File: src/rtl/sram_arb_pkg.sv
// rtl/sram_arb_pkg.sv - shared state type and width helpers for the SRAM port arbiter
package sram_arb_pkg;

    typedef enum logic [1:0] {
        ST_IDLE   = 2'd0,
        ST_SETUP  = 2'd1,
        ST_STROBE = 2'd2,
        ST_HOLD   = 2'd3
    } arb_state_t;

    function automatic int idx_width(input int num_ports);
        return (num_ports > 1) ? $clog2(num_ports) : 1;
    endfunction

    // The strobe counter runs from WAIT_CYCLES-1 down to 0
    function automatic int wait_cnt_width(input int wait_cycles);
        return (wait_cycles > 1) ? $clog2(wait_cycles) : 1;
    endfunction

endpackage

File: src/rtl/sram_rr_arbiter.sv
// rtl/sram_rr_arbiter.sv - combinational fixed-priority / round-robin winner select
module sram_rr_arbiter
    import sram_arb_pkg::*;
#(
    parameter int NUM_PORTS = 2,
    parameter int PRIO_MODE = 0,
    parameter int IDX_W     = idx_width(NUM_PORTS)
) (
    input  logic [NUM_PORTS-1:0] i_req,
    input  logic [IDX_W-1:0]     i_last,
    output logic [IDX_W-1:0]     o_grant,
    output logic                 o_valid
);

    int w_base;

    // Fixed priority is round-robin with the pointer pinned at the last port.
    // Candidates are visited farthest-first so the nearest hit after the base wins.
    always_comb begin
        w_base  = (PRIO_MODE == 0) ? NUM_PORTS - 1 : int'(i_last);
        o_grant = '0;
        o_valid = 1'b0;
        for (int k = NUM_PORTS; k >= 1; k--) begin
            for (int j = 0; j < NUM_PORTS; j++) begin
                if (i_req[j] && (j == (w_base + k) % NUM_PORTS)) begin
                    o_grant = IDX_W'(j);
                    o_valid = 1'b1;
                end
            end
        end
    end

endmodule

File: src/rtl/sram_port_arbiter.sv
// rtl/sram_port_arbiter.sv - multi-port arbiter and strobe sequencer for an asynchronous SRAM
module sram_port_arbiter
    import sram_arb_pkg::*;
#(
    parameter int ADDR_W      = 20,
    parameter int DATA_W      = 32,
    parameter int NUM_PORTS   = 2,
    parameter int WAIT_CYCLES = 1,
    parameter int PRIO_MODE   = 0,
    localparam int BE_W       = DATA_W / 8,
    localparam int IDX_W      = idx_width(NUM_PORTS)
) (
    input  logic                        clk,
    input  logic                        rst,
    input  logic [NUM_PORTS-1:0]        req_ce,
    input  logic [NUM_PORTS-1:0]        req_we,
    input  logic [NUM_PORTS*ADDR_W-1:0] req_addr,
    input  logic [NUM_PORTS*BE_W-1:0]   req_sel,
    input  logic [NUM_PORTS*DATA_W-1:0] req_wdata,
    output logic [NUM_PORTS-1:0]        req_ack,
    output logic [DATA_W-1:0]           req_rdata,
    output logic                        busy,
    output logic [IDX_W-1:0]            grant_idx,
    output logic [ADDR_W-1:0]           ram_addr,
    output logic [BE_W-1:0]             ram_be_n,
    output logic                        ram_ce_n,
    output logic                        ram_oe_n,
    output logic                        ram_we_n,
    output logic [DATA_W-1:0]           ram_data_o,
    output logic                        ram_data_oe,
    input  logic [DATA_W-1:0]           ram_data_i
);

    localparam int CNT_W = wait_cnt_width(WAIT_CYCLES);

    arb_state_t        r_state;
    arb_state_t        w_state_next;
    logic [IDX_W-1:0]  r_grant;
    logic [IDX_W-1:0]  r_last;
    logic [IDX_W-1:0]  w_grant;
    logic              w_valid;
    logic              r_we;
    logic [CNT_W-1:0]  r_wait_cnt;
    logic              w_last_strobe;
    logic              w_sel_we;
    logic [ADDR_W-1:0] w_sel_addr;
    logic [BE_W-1:0]   w_sel_be;
    logic [DATA_W-1:0] w_sel_wdata;

    sram_rr_arbiter #(
        .NUM_PORTS (NUM_PORTS),
        .PRIO_MODE (PRIO_MODE),
        .IDX_W     (IDX_W)
    ) u_arb (
        .i_req   (req_ce),
        .i_last  (r_last),
        .o_grant (w_grant),
        .o_valid (w_valid)
    );

    always_comb begin
        w_sel_we    = 1'b0;
        w_sel_addr  = '0;
        w_sel_be    = '0;
        w_sel_wdata = '0;
        for (int i = 0; i < NUM_PORTS; i++) begin
            if (w_grant == IDX_W'(i)) begin
                w_sel_we    = req_we[i];
                w_sel_addr  = req_addr[i*ADDR_W +: ADDR_W];
                w_sel_be    = req_sel[i*BE_W +: BE_W];
                w_sel_wdata = req_wdata[i*DATA_W +: DATA_W];
            end
        end
    end

    assign w_last_strobe = (r_wait_cnt == '0);
    assign busy          = (r_state != ST_IDLE);
    assign grant_idx     = r_grant;

    always_comb begin
        w_state_next = r_state;
        case (r_state)
            ST_IDLE:   if (w_valid) w_state_next = ST_SETUP;
            ST_SETUP:  w_state_next = ST_STROBE;
            ST_STROBE: if (w_last_strobe) w_state_next = ST_HOLD;
            ST_HOLD:   w_state_next = ST_IDLE;
            default:   w_state_next = ST_IDLE;
        endcase
    end

    always_ff @(posedge clk or posedge rst) begin
        if (rst) r_state <= ST_IDLE;
        else     r_state <= w_state_next;
    end

    // SRAM pins are registered one cycle ahead of the state they belong to
    always_ff @(posedge clk or posedge rst) begin
        if (rst) begin
            r_grant     <= '0;
            r_last      <= IDX_W'(NUM_PORTS - 1);
            r_we        <= 1'b0;
            r_wait_cnt  <= '0;
            req_ack     <= '0;
            req_rdata   <= '0;
            ram_addr    <= '0;
            ram_be_n    <= '1;
            ram_ce_n    <= 1'b1;
            ram_oe_n    <= 1'b1;
            ram_we_n    <= 1'b1;
            ram_data_o  <= '0;
            ram_data_oe <= 1'b0;
        end else begin
            req_ack <= '0;
            case (r_state)
                ST_IDLE: begin
                    if (w_valid) begin
                        r_grant     <= w_grant;
                        r_we        <= w_sel_we;
                        ram_ce_n    <= 1'b0;
                        ram_addr    <= w_sel_addr;
                        ram_be_n    <= ~w_sel_be;
                        ram_data_o  <= w_sel_wdata;
                        ram_data_oe <= w_sel_we;
                    end
                end
                ST_SETUP: begin
                    r_wait_cnt <= CNT_W'(WAIT_CYCLES - 1);
                    ram_oe_n   <= r_we;
                    ram_we_n   <= ~r_we;
                end
                ST_STROBE: begin
                    if (w_last_strobe) begin
                        ram_oe_n <= 1'b1;
                        ram_we_n <= 1'b1;
                        if (!r_we) req_rdata <= ram_data_i;
                        req_ack  <= NUM_PORTS'(1) << r_grant;
                    end else begin
                        r_wait_cnt <= r_wait_cnt - CNT_W'(1);
                    end
                end
                ST_HOLD: begin
                    ram_ce_n    <= 1'b1;
                    ram_be_n    <= '1;
                    ram_data_oe <= 1'b0;
                    r_last      <= r_grant;
                end
                default: ;
            endcase
        end
    end

endmodule
File: config.mk
export PLATFORM = sky130hd
export DESIGN_NAME = sram_port_arbiter
export DESIGN_NICKNAME = d
export VERILOG_FILES = /design/src/rtl/sram_arb_pkg.sv /design/src/rtl/sram_rr_arbiter.sv /design/src/rtl/sram_port_arbiter.sv
export SDC_FILE = /design/constraint.sdc
export NUM_CORES = 1
export LEC_CHECK = 0
export CORE_MARGIN = 3
export CORE_UTILIZATION = 39
export DETAILED_ROUTE_END_ITERATION = 7
export PLACE_DENSITY = 0.82
export SYNTH_ARGS = -nofsm -noshare
export SYNTH_HDL_FRONTEND = slang
export SYNTH_SLANG_ARGS = --single-unit
File: constraint.sdc
create_clock -name clk -period 4.2 [get_ports clk]
set_input_delay 0.84 -clock clk [delete_from_list [all_inputs] [get_ports clk]]
set_output_delay 0.84 -clock clk [all_outputs]
set_load 0.01 [all_outputs]
==> reports/summary.txt, run 1 <==
initial antenna violation count -> 0
cell count of the worst hold path -> 2
sequential cell area fraction in the yosys report -> 0.5673
async set-reset flop share out of synthesis -> 1.000
Clock power frac -> 0.139
Vias/cell -> 4.824
WP data required -> 3.36 ns
top cells by count, synth -> 91 x dfrtp_1, 57 x mux2i_1, 53 x nand2_1, 31 x mux2_2, 30 x o21ai_1
DRT Pass-1 Iters -> 4
CP delay by family, top -> buffers and inverters
ANT cells -> 0
cell count after synthesis -> 356
Die Span X -> 111.5 µm
register area -> 2461 µm²
# resized after CTS -> 0
mux contribution to synthesized area -> 0.2172
Avg Cell Area, Syn -> 12.19 µm²
Synth area leader -> dfrtp_1
xor-xnor portion of the synthesized cell area -> 0
Clk pin slew, worst setup/hold paths -> 0.08 ns
top-count cell post-synth -> dfrtp_1
peak per-stage delay on the critical path -> 0.48 ns
Crit path top cell by count -> inv_1
f_max -> 376.3 MHz
Synth Area in Simple Gates -> 0.06259
Max H-tree Level -> 3
setup_tns -> 0 ns
R2R Path End -> ram_data_o[19]
endpoint of the worst hold path -> ram_addr[8]
worst hold path class -> reg2reg
ratio of cells with drive above 1 in the final layout -> 0.1113
net switching power -> 1536 µW
Post-synth EDFFs -> 0
Hold Vio Cnt, Final -> 0
HP Start -> ram_addr[8]
Boundary Pins -> 246
Max-Cap Viols -> 0
Final period util -> 0.6328
switch share -> 0.3338
flop-to-flop setup slack -> 2.30 ns
Synth Area in Compound Gates -> 0.08913
max_slew headroom -> 0.2583
Setup Skew -> 0.01154 ns
startpoint types -> register
reg2reg path depth -> 5
# DRC -> 0
Comb pwr share -> 0.493
Yosys top cell area share -> 0.5249
Fillers -> 815
total grt overflow -> 0
footprint of the multi-input gates -> 1693 µm²
largest family of logic cells by synthesized area -> multiplexers
hpwl dp -> 9480 µm
CP Class -> reg2out
CTS tree -> yes
final WL -> 11950 µm
CP max FO -> 7
GPL Wtd Cong -> 0.8159
Cell variety after synth -> 27
number of global-route vias before repair -> 3719
Chip Height -> 111.5 µm
register bit total from synthesis -> 98
Root Driver -> clkbuf_8
VDD IR max -> 0.3561 mV
WP buf/inv -> 3
I/O Buffers -> 245
reg-to-reg startpoint -> r_state[1]
initial DRC count -> 117
top cells by area, synth -> dfrtp_1 52%, mux2i_1 13%, mux2_2 8.0%
yosys warns -> 0
Critical Path Stages -> 4
RSZ-0062 raised after global routing -> false
CTS Buf Count -> 9
Netlist Area Pre-Place -> 4338 µm²
Crit-path slowest cell -> clkdlybuf4s50_1
CP Data Arrival Time -> 1.82 ns
clock latency on the worst-skew pair -> 0.35 ns
largest net degree at the start of global routing -> 93
Worst Setup End Kind -> primary output
Tightest Pin Transition -> 1.113 ns
final setup vio count -> 0
Layout Area Growth over Synthesis -> 62.97%
first-pass GRT wire length -> 19420 µm
Nets -> 753
placed instance area -> 6854 µm²
wire length per cell -> 16.19 µm
Reg power frac -> 0.368
post-CTS setup buffer count -> 0
fin area -> 7069 µm²
leakage power -> 0.003195 µW
Post-CTS Hold Fix Bufs -> 0
Total Power -> 4602 µW
row count -> 37
core area -> 10560 µm²
Antenna Nets Post-Route -> 0
via count -> 3560
area share of fa/ha/maj cells after synthesis -> 0.01731
Syn Nets -> 512
minimum clock period -> 2.658 ns
Die Area -> 12420 µm²
outcome -> finished, final reports clean
Longest Clk Path Bufs -> 2
max-slew violations -> 0
Initial Utilization -> 0.4110
total internal power -> 3066 µW
gr usage total -> 0.1920
clk sinks -> 98
cell breakdown of the critical path -> inv_1 > ha_1 > inv_1 > clkdlybuf4s50_1
prevailing post-synth register cell -> dfrtp_1
Power Density -> 651.0 nW/µm²
## per-stage QoR
stage               setup WS (ns)  utilization  std cells  hold slack, ns
floorplan                  0.8095            -        356          0.4457
global placement            1.356       0.6494        722          0.4603
detailed placement          1.279       0.6494        722          0.4692
CTS                         1.507       0.6697        738          0.4895
global route                1.442       0.6697        738          0.5005
finish                      1.542       0.6697        738          0.4826
## registers in the layout (all words and copies together) (netlist names)
name,count
grant_idx,1
r_state,2
r_we,1
ram_addr,20
ram_be_n,4
ram_ce_n,1
ram_data_o,32
ram_data_oe,1
ram_oe_n,1
ram_we_n,1
req_ack,2
req_rdata,32
## power by group through the flow
stage / Clock [µW] / Combinational [µW] / Sequential, µW
2_1_floorplan: 0 / 826 / 1900
3_3_place_gp: 0 / 2240 / 1690
3_5_place_dp: 0 / 2300 / 1720
4_1_cts: 663 / 2300 / 1700
5_1_grt: 704 / 2460 / 1760
6_report: 641 / 2270 / 1690
## tightest hold or removal path, stage by stage (launching register included)
cell,delay [ns]
dfrtp_1,0.35
nand2_1,0.05
o21ai_0,0.06
## how the worst max path moves through the flow
| stage | startpoint | end |
|---|---|---|
| 2_1_floorplan | rst | grant_idx |
| 3_3_place_gp | req_ce[0] | ram_addr[2] |
| 3_5_place_dp | req_ce[0] | ram_data_o[30] |
| 4_1_cts | r_state[0] | busy |
| 5_1_grt | r_state[0] | busy |
| 6_report | r_state[0] | busy |
## per-layer routing
metal / vias to the layer above / part of all wire / wire length (µm) / GRT usage
li1: 1713 / - / - / -
met1: 1673 / 0.40 / 4739 / 0.2311
met2: 162 / 0.50 / 6028 / 0.3325
met3: 12 / 0.086 / 1025 / 0.05815
met4: 0 / 0.013 / 155 / 0.05758
met5: - / 0 / 0 / 0
## layout make-up
type / count / area share
Clock buffer: 13 / 0.02389
Clock inverter: 3 / 0.006549
Inverter: 6 / 0.003540
Multi-Input combinational cell: 230 / 0.2395
Sequential cell: 98 / 0.3481
Tap cell: 136 / 0.02407
Timing Repair Buffer: 252 / 0.3543
## logic make-up after synthesis
group,count (synthesis)
buffers and inverters,28
adder cells (fa/ha/maj),6
multiplexers,90
AND/OR/NAND/NOR,67
AO/OA/AOI/OAI,67
flip-flops,98
## layout by cell type, fill, tap and decap left out, types with 6 or more instances in the layout
| master | n |
|---|---|
| nor2_1 | 8 |
| dfstp_2 | 7 |
| o21ai_0 | 24 |
| clkdlybuf4s50_1 | 245 |
| mux2i_1 | 57 |
| ha_1 | 6 |
| clkbuf_8 | 12 |
| buf_4 | 7 |
| mux2_2 | 31 |
| dfrtp_1 | 91 |
| o21ai_1 | 30 |
| nand2_1 | 53 |
Power figures use the tool's default switching activity.
==> inputs of run 2 (changes only) <==
- clock period: 4.2 -> 2.7 ns (I/O delays scaled with it)
==> run 2 against run 1 <==
  * Die area stayed put
  * Wire length shrank 1.4%
  * Non-clock buffer count shrank 1
  * Cell area up 0.34%
  * Critical path depth unchanged
  * Sequential share of layout area fell by 0.12 points
  * Sequential power is 55% higher
  * Global-route usage down 0.17 points
  * First-iteration DRC count shrank 12%
  * Core utilization rose by 0.23 points
  * Clock skew is 0.0033 ns higher
  * Combinational power increased by 57%
  * Critical endpoint unchanged
  * Largest cell class unchanged
==> reports/summary.txt, run 2 (synthesis results as in run 1) <==
max-slew violations -> 0 (unchanged)
Max-Cap Viols -> 0 (unchanged)
Antenna Nets Post-Route -> 0 (unchanged)
clk sinks -> 98 (unchanged)
minimum clock period -> 2.359 ns
peak per-stage delay on the critical path -> 0.48 ns (about the same)
hpwl dp -> 9388 µm (-0.97%)
largest net degree at the start of global routing -> 106 (+14%)
Post-CTS Hold Fix Bufs -> 0 (unchanged)
setup_tns -> 0 ns (unchanged)
Final period util -> 0.8736
commonest non-fill, non-tap cell in the layout -> clkdlybuf4s50_1
DRT Pass-1 Iters -> 4 (unchanged)
ratio of cells with drive above 1 in the final layout -> 0.1115 (+0.0001852)
reg2reg path depth -> 4 (-1)
Tightest Pin Transition -> 0.6136 ns (-0.4990 ns)
Max H-tree Level -> 3 (unchanged)
endpoint of the worst hold path -> ram_addr[18]
wire length per cell -> 15.98 µm (-1.3%)
RSZ-0062 raised after global routing -> false
Die Span X -> 111.5 µm (unchanged)
Chip Height -> 111.5 µm (unchanged)
Longest Clk Path Bufs -> 2 (unchanged)
via count -> 3551 (-0.25%)
f_max -> 424.0 MHz
I/O Buffers -> 245 (unchanged)
GPL Wtd Cong -> 0.8006 (-1.9%)
cell count of the worst hold path -> 2 (unchanged)
clock latency on the worst-skew pair -> 0.36 ns (about the same)
dpl cells -> 721 (-0.14%)
outcome -> finished, final reports clean
flop-to-flop setup slack -> 0.91 ns (-1.39 ns)
Crit-path slowest cell -> clkdlybuf4s50_1
Clk pin slew, worst setup/hold paths -> 0.09 ns (about the same)
row count -> 37 (unchanged)
Root Driver -> clkbuf_8
total grt overflow -> 0 (unchanged)
Fillers -> 820 (+0.61%)
CP Data Arrival Time -> 1.82 ns (about the same)
number of global-route vias before repair -> 3774 (+1.5%)
startpoint types -> register
ANT cells -> 0 (unchanged)
Hold Vio Cnt, Final -> 0 (unchanged)
first-pass GRT wire length -> 19170 µm (-1.3%)
# resized after CTS -> 0 (unchanged)
final setup vio count -> 0 (unchanged)
initial DRC count -> 103 (-12%)
worst hold path class -> reg2reg
CTS Buf Count -> 9 (unchanged)
final WL -> 11780 µm (-1.4%)
VDD IR max -> 0.5315 mV (+49%)
minimum hold slack -> 0.4836 ns (+0.0009790 ns)
Non-Filler Instances -> 737 (-0.14%)
Power Density -> 996.9 nW/µm² (+53%)
core area -> 10560 µm² (unchanged)
Top Registers -> ram_data_o: 32 flops, req_rdata: 32 flops, ram_addr: 20 flops
CP max FO -> 7 (unchanged)
WP data required -> 2.16 ns (-1.20 ns)
CTS tree -> yes
Boundary Pins -> 246 (unchanged)
CP Class -> reg2out
Die Area -> 12420 µm² (unchanged)
Nets -> 752 (-0.13%)
Vias/cell -> 4.818 (-0.12%)
gr usage total -> 0.1903 (-0.001729)
HP Start -> ram_addr[18]
R2R Path End -> r_state[1]
commonest non-fill, non-tap cells in the layout -> 245 x clkdlybuf4s50_1, 91 x dfrtp_1, 57 x mux2i_1, 53 x nand2_1, 31 x mux2_2
Setup Skew -> 0.01486 ns (+0.003319 ns)
cell breakdown of the critical path -> inv_1 > ha_1 > inv_1 > clkdlybuf4s50_1
Layout Area Growth over Synthesis -> 63.51%
Worst Setup End Kind -> primary output
max_slew headroom -> 0.5901 (+0.3318)
Initial Utilization -> 0.4110 (unchanged)
Crit path top cell by count -> inv_1
# DRC -> 0 (unchanged)
post-CTS setup buffer count -> 0 (unchanged)
reg-to-reg startpoint -> r_state[0]
leakage power -> 0.003200 µW (+0.14%)
initial antenna violation count -> 0 (unchanged)
-- run 2: cell types whose count changed in the layout (fill, tap and decap cells not counted), sizes merged --
cell,delta
bufinv,-1
buf,-1
clkbuf,-4
inv,+4
clkinvlp,+1
-- run 2: critical path, delay by kind of cell (launching register included) --
kind | cells | cell delay, ns
adder cells (fa/ha/maj) | 1 | 0.36
buffers and inverters | 3 | 0.71
flip-flops | 1 | 0.41
-- run 2: cell type report --
type | instances | area (µm²) | area share
repair buffers | 251 | 2560 | 0.3609
flip-flops and latches | 98 | 2461 | 0.3470
multi-input cells | 230 | 1693 | 0.2387
well taps | 136 | 170.2 | 0.02399
clock buffers | 9 | 123.9 | 0.01746
clock inverters | 7 | 58.81 | 0.008291
inverters | 6 | 26.28 | 0.003704
-- run 2: how the worst max path moves through the flow --
stage,from,to,slack (ns),cells past startpoint
CTS,r_state[0],busy,0.29,4
global route,r_state[0],busy,0.20,4
global placement,req_ce[0],ram_data_o[17],0.62,5
floorplan,rst,grant_idx,1.00,1
finish,r_state[0],busy,0.34,4
detailed placement,req_ce[0],ram_addr[3],0.52,5
-- run 2: per-layer routing --
metal	part of all wire	vias up	wire length, µm	global-route usage
li1	-	1718	-	-
met1	0.38	1651	4530	0.2171
met2	0.50	168	5873	0.3370
met3	0.10	14	1198	0.07337
met4	0.015	0	178	0.04623
met5	0	-	0	0
-- run 2: where the power goes --
group | internal, µW | leakage, µW | switching (µW) | total, µW
logic | 2040 | 0.00193 | 1510 | 3560
registers | 2240 | 0.00118 | 389 | 2620
clock network | 354 | 0.0000929 | 537 | 890
total | 4630 | 0.00320 | 2440 | 7070
-- run 2: through the flow --
step / setup slack, ns / total power, µW / util / area, µm²
2_1_floorplan: 1.004 / 4243 / - / 4342
3_3_place_gp: 0.6240 / 6138 / 0.6547 / 6910
3_5_place_dp: 0.5238 / 6270 / 0.6547 / 6910
4_1_cts: 0.2903 / 7184 / 0.6720 / 7093
5_1_grt: 0.2018 / 7589 / 0.6720 / 7093
6_report: 0.3412 / 7071 / 0.6720 / 7093
==> inputs of run 3 (changes only) <==
- CTS_CLUSTER_SIZE: not set -> 16
- MAX_ROUTING_LAYER: not set -> met4
==> run 3 against run 2 <==
  * Sequential power about the same
  * Critical path depth is the same
  * Sequential share of layout area stayed put
  * Power unchanged
  * Maximum frequency about the same
  * Highest routed layer unchanged
  * First-iteration DRC count fell by 14%
  * Wire length is 0.25% lower
  * Global-route usage rose by 0.56 points
  * Combinational power about the same
  * Clock skew hardly changed
  * Critical path type unchanged
  * Non-clock buffer count unchanged
  * Core utilization unchanged
==> reports/summary.txt, run 3 (synthesis results as in run 1) <==
Crit path top cell by count -> inv_1
minimum clock period -> 2.359 ns (+0.0004250 ns)
Nets -> 752 (unchanged)
Critical Path Source -> r_state[0]
RSZ-0062 raised after global routing -> false
# resized after CTS -> 0 (unchanged)
Longest Clk Path Bufs -> 2 (unchanged)
clock latency on the worst-skew pair -> 0.36 ns (about the same)
Tightest Pin Transition -> 0.6134 ns (-0.0002235 ns)
placed instance area -> 6910 µm² (unchanged)
HP Start -> ram_addr[18]
Clk pin slew, worst setup/hold paths -> 0.09 ns (about the same)
setup_tns -> 0 ns (unchanged)
Power Density -> 996.9 nW/µm² (unchanged)
Root Driver -> clkbuf_8
CP max FO -> 7 (unchanged)
post-CTS setup buffer count -> 0 (unchanged)
Top Registers -> ram_data_o: 32 flops, req_rdata: 32 flops, ram_addr: 20 flops
GPL Wtd Cong -> 0.8121 (+1.4%)
Max-Cap Viols -> 0 (unchanged)
CP Class -> reg2out
Layout Area Growth over Synthesis -> 63.51% (unchanged)
CTS Buf Count -> 9 (unchanged)
via count -> 3557 (+0.17%)
Post-CTS Hold Fix Bufs -> 0 (unchanged)
Final period util -> 0.8738 (about the same)
Total Power -> 7071 µW (unchanged)
GR Layer Usage met3 -> 0.05707 (-0.01630)
number of global-route vias before repair -> 3786 (+0.32%)
total grt overflow -> 0 (unchanged)
f_max -> 423.9 MHz (about the same)
VDD IR max -> 0.5315 mV (about the same)
fin util -> 0.6720 (unchanged)
Antenna Nets Post-Route -> 0 (unchanged)
Fillers -> 820 (unchanged)
Boundary Pins -> 246 (unchanged)
Crit-path slowest cell -> clkdlybuf4s50_1
final WL -> 11750 µm (-0.25%)
initial DRC count -> 89 (-14%)
met2 global-route usage -> 0.3370 (unchanged)
row count -> 37 (unchanged)
startpoint types -> register
commonest non-fill, non-tap cell in the layout -> clkdlybuf4s50_1
Setup Skew -> 0.01482 ns (-0.00003820 ns)
Hold Vio Cnt, Final -> 0 (unchanged)
clk sinks -> 98 (unchanged)
Worst Setup End Kind -> primary output
core area -> 10560 µm² (unchanged)
Worst Setup Slack, final -> 0.3408 ns (-0.0004250 ns)
Vias/cell -> 4.826 (+0.17%)
Chip Height -> 111.5 µm (unchanged)
GR peak layer -> met2
peak per-stage delay on the critical path -> 0.48 ns (about the same)
GR Util met1 -> 0.2273 (+0.01014)
worst hold path class -> reg2reg
CP Data Arrival Time -> 1.82 ns (about the same)
max-slew violations -> 0 (unchanged)
initial antenna violation count -> 0 (unchanged)
largest net degree at the start of global routing -> 106 (unchanged)
CTS tree -> yes
max_slew headroom -> 0.5902 (about the same)
hpwl dp -> 9388 µm (unchanged)
Initial Utilization -> 0.4110 (unchanged)
DRT Pass-1 Iters -> 4 (unchanged)
reg-to-reg startpoint -> r_state[0]
commonest non-fill, non-tap cells in the layout -> 245 x clkdlybuf4s50_1, 91 x dfrtp_1, 57 x mux2i_1, 53 x nand2_1, 31 x mux2_2
WP data required -> 2.16 ns (about the same)
cell breakdown of the critical path -> inv_1 > ha_1 > inv_1 > clkdlybuf4s50_1
gr usage total -> 0.1960 (+0.005645)
Max H-tree Level -> 3 (unchanged)
wire length per cell -> 15.94 µm (-0.25%)
post-place setup slack -> 0.5238 ns (unchanged)
final setup vio count -> 0 (unchanged)
Die Span X -> 111.5 µm (unchanged)
leakage power -> 0.003200 µW (unchanged)
Die Area -> 12420 µm² (unchanged)
first-pass GRT wire length -> 19110 µm (-0.32%)
fin area -> 7093 µm² (unchanged)
ratio of cells with drive above 1 in the final layout -> 0.1115 (unchanged)
# DRC -> 0 (unchanged)
ANT cells -> 0 (unchanged)
I/O Buffers -> 245 (unchanged)
outcome -> finished, final reports clean
[run 3: power breakdown]
part	switching (µW)	internal, µW
Sequential	388	2240
Clock	537	354
Combinational	1510	2040
Total	2440	4630
[run 3: metal layers]
layer / share of wire / vias up / routed length, µm
li1: - / 1719 / -
met1: 0.40 / 1654 / 4715
met2: 0.50 / 169 / 5870
met3: 0.085 / 15 / 997
met4: 0.014 / 0 / 168
met5: 0 / - / 0
[run 3: layout make-up]
class	count	area, µm²	area share
inverters	6	26.28	0.003704
clock inverters	7	58.81	0.008291
repair buffers	251	2560	0.3609
multi-input cells	230	1693	0.2387
flip-flops and latches	98	2461	0.3470
clock buffers	9	123.9	0.01746
well taps	136	170.2	0.02399
[run 3: final timing paths]
kind	to	slack (ns)	cells past startpoint
setup reg to reg	r_state[1]	0.91	4
setup / recovery	busy	0.34	4
max in group asynchronous	ram_data_o[7]	1.46	3
hold / removal	ram_addr[18]	0.48	2
min in group asynchronous	req_ack[0]	0.63	2
hold reg to reg	ram_addr[18]	0.48	2
[run 3: stage by stage]
step                      std cells  hold WS (ns)
after floorplan                 356        0.4457
after global placement          721        0.4621
after detailed placement        721        0.4702
after CTS                       737        0.4921
after global routing            737        0.5169
final                           737        0.4833
[run 3: critical path: cells and delay by family, from the launching register on]
kind,cells,cell delay [ns]
buffers and inverters,3,0.71
adder cells (fa/ha/maj),1,0.36
flip-flops,1,0.41
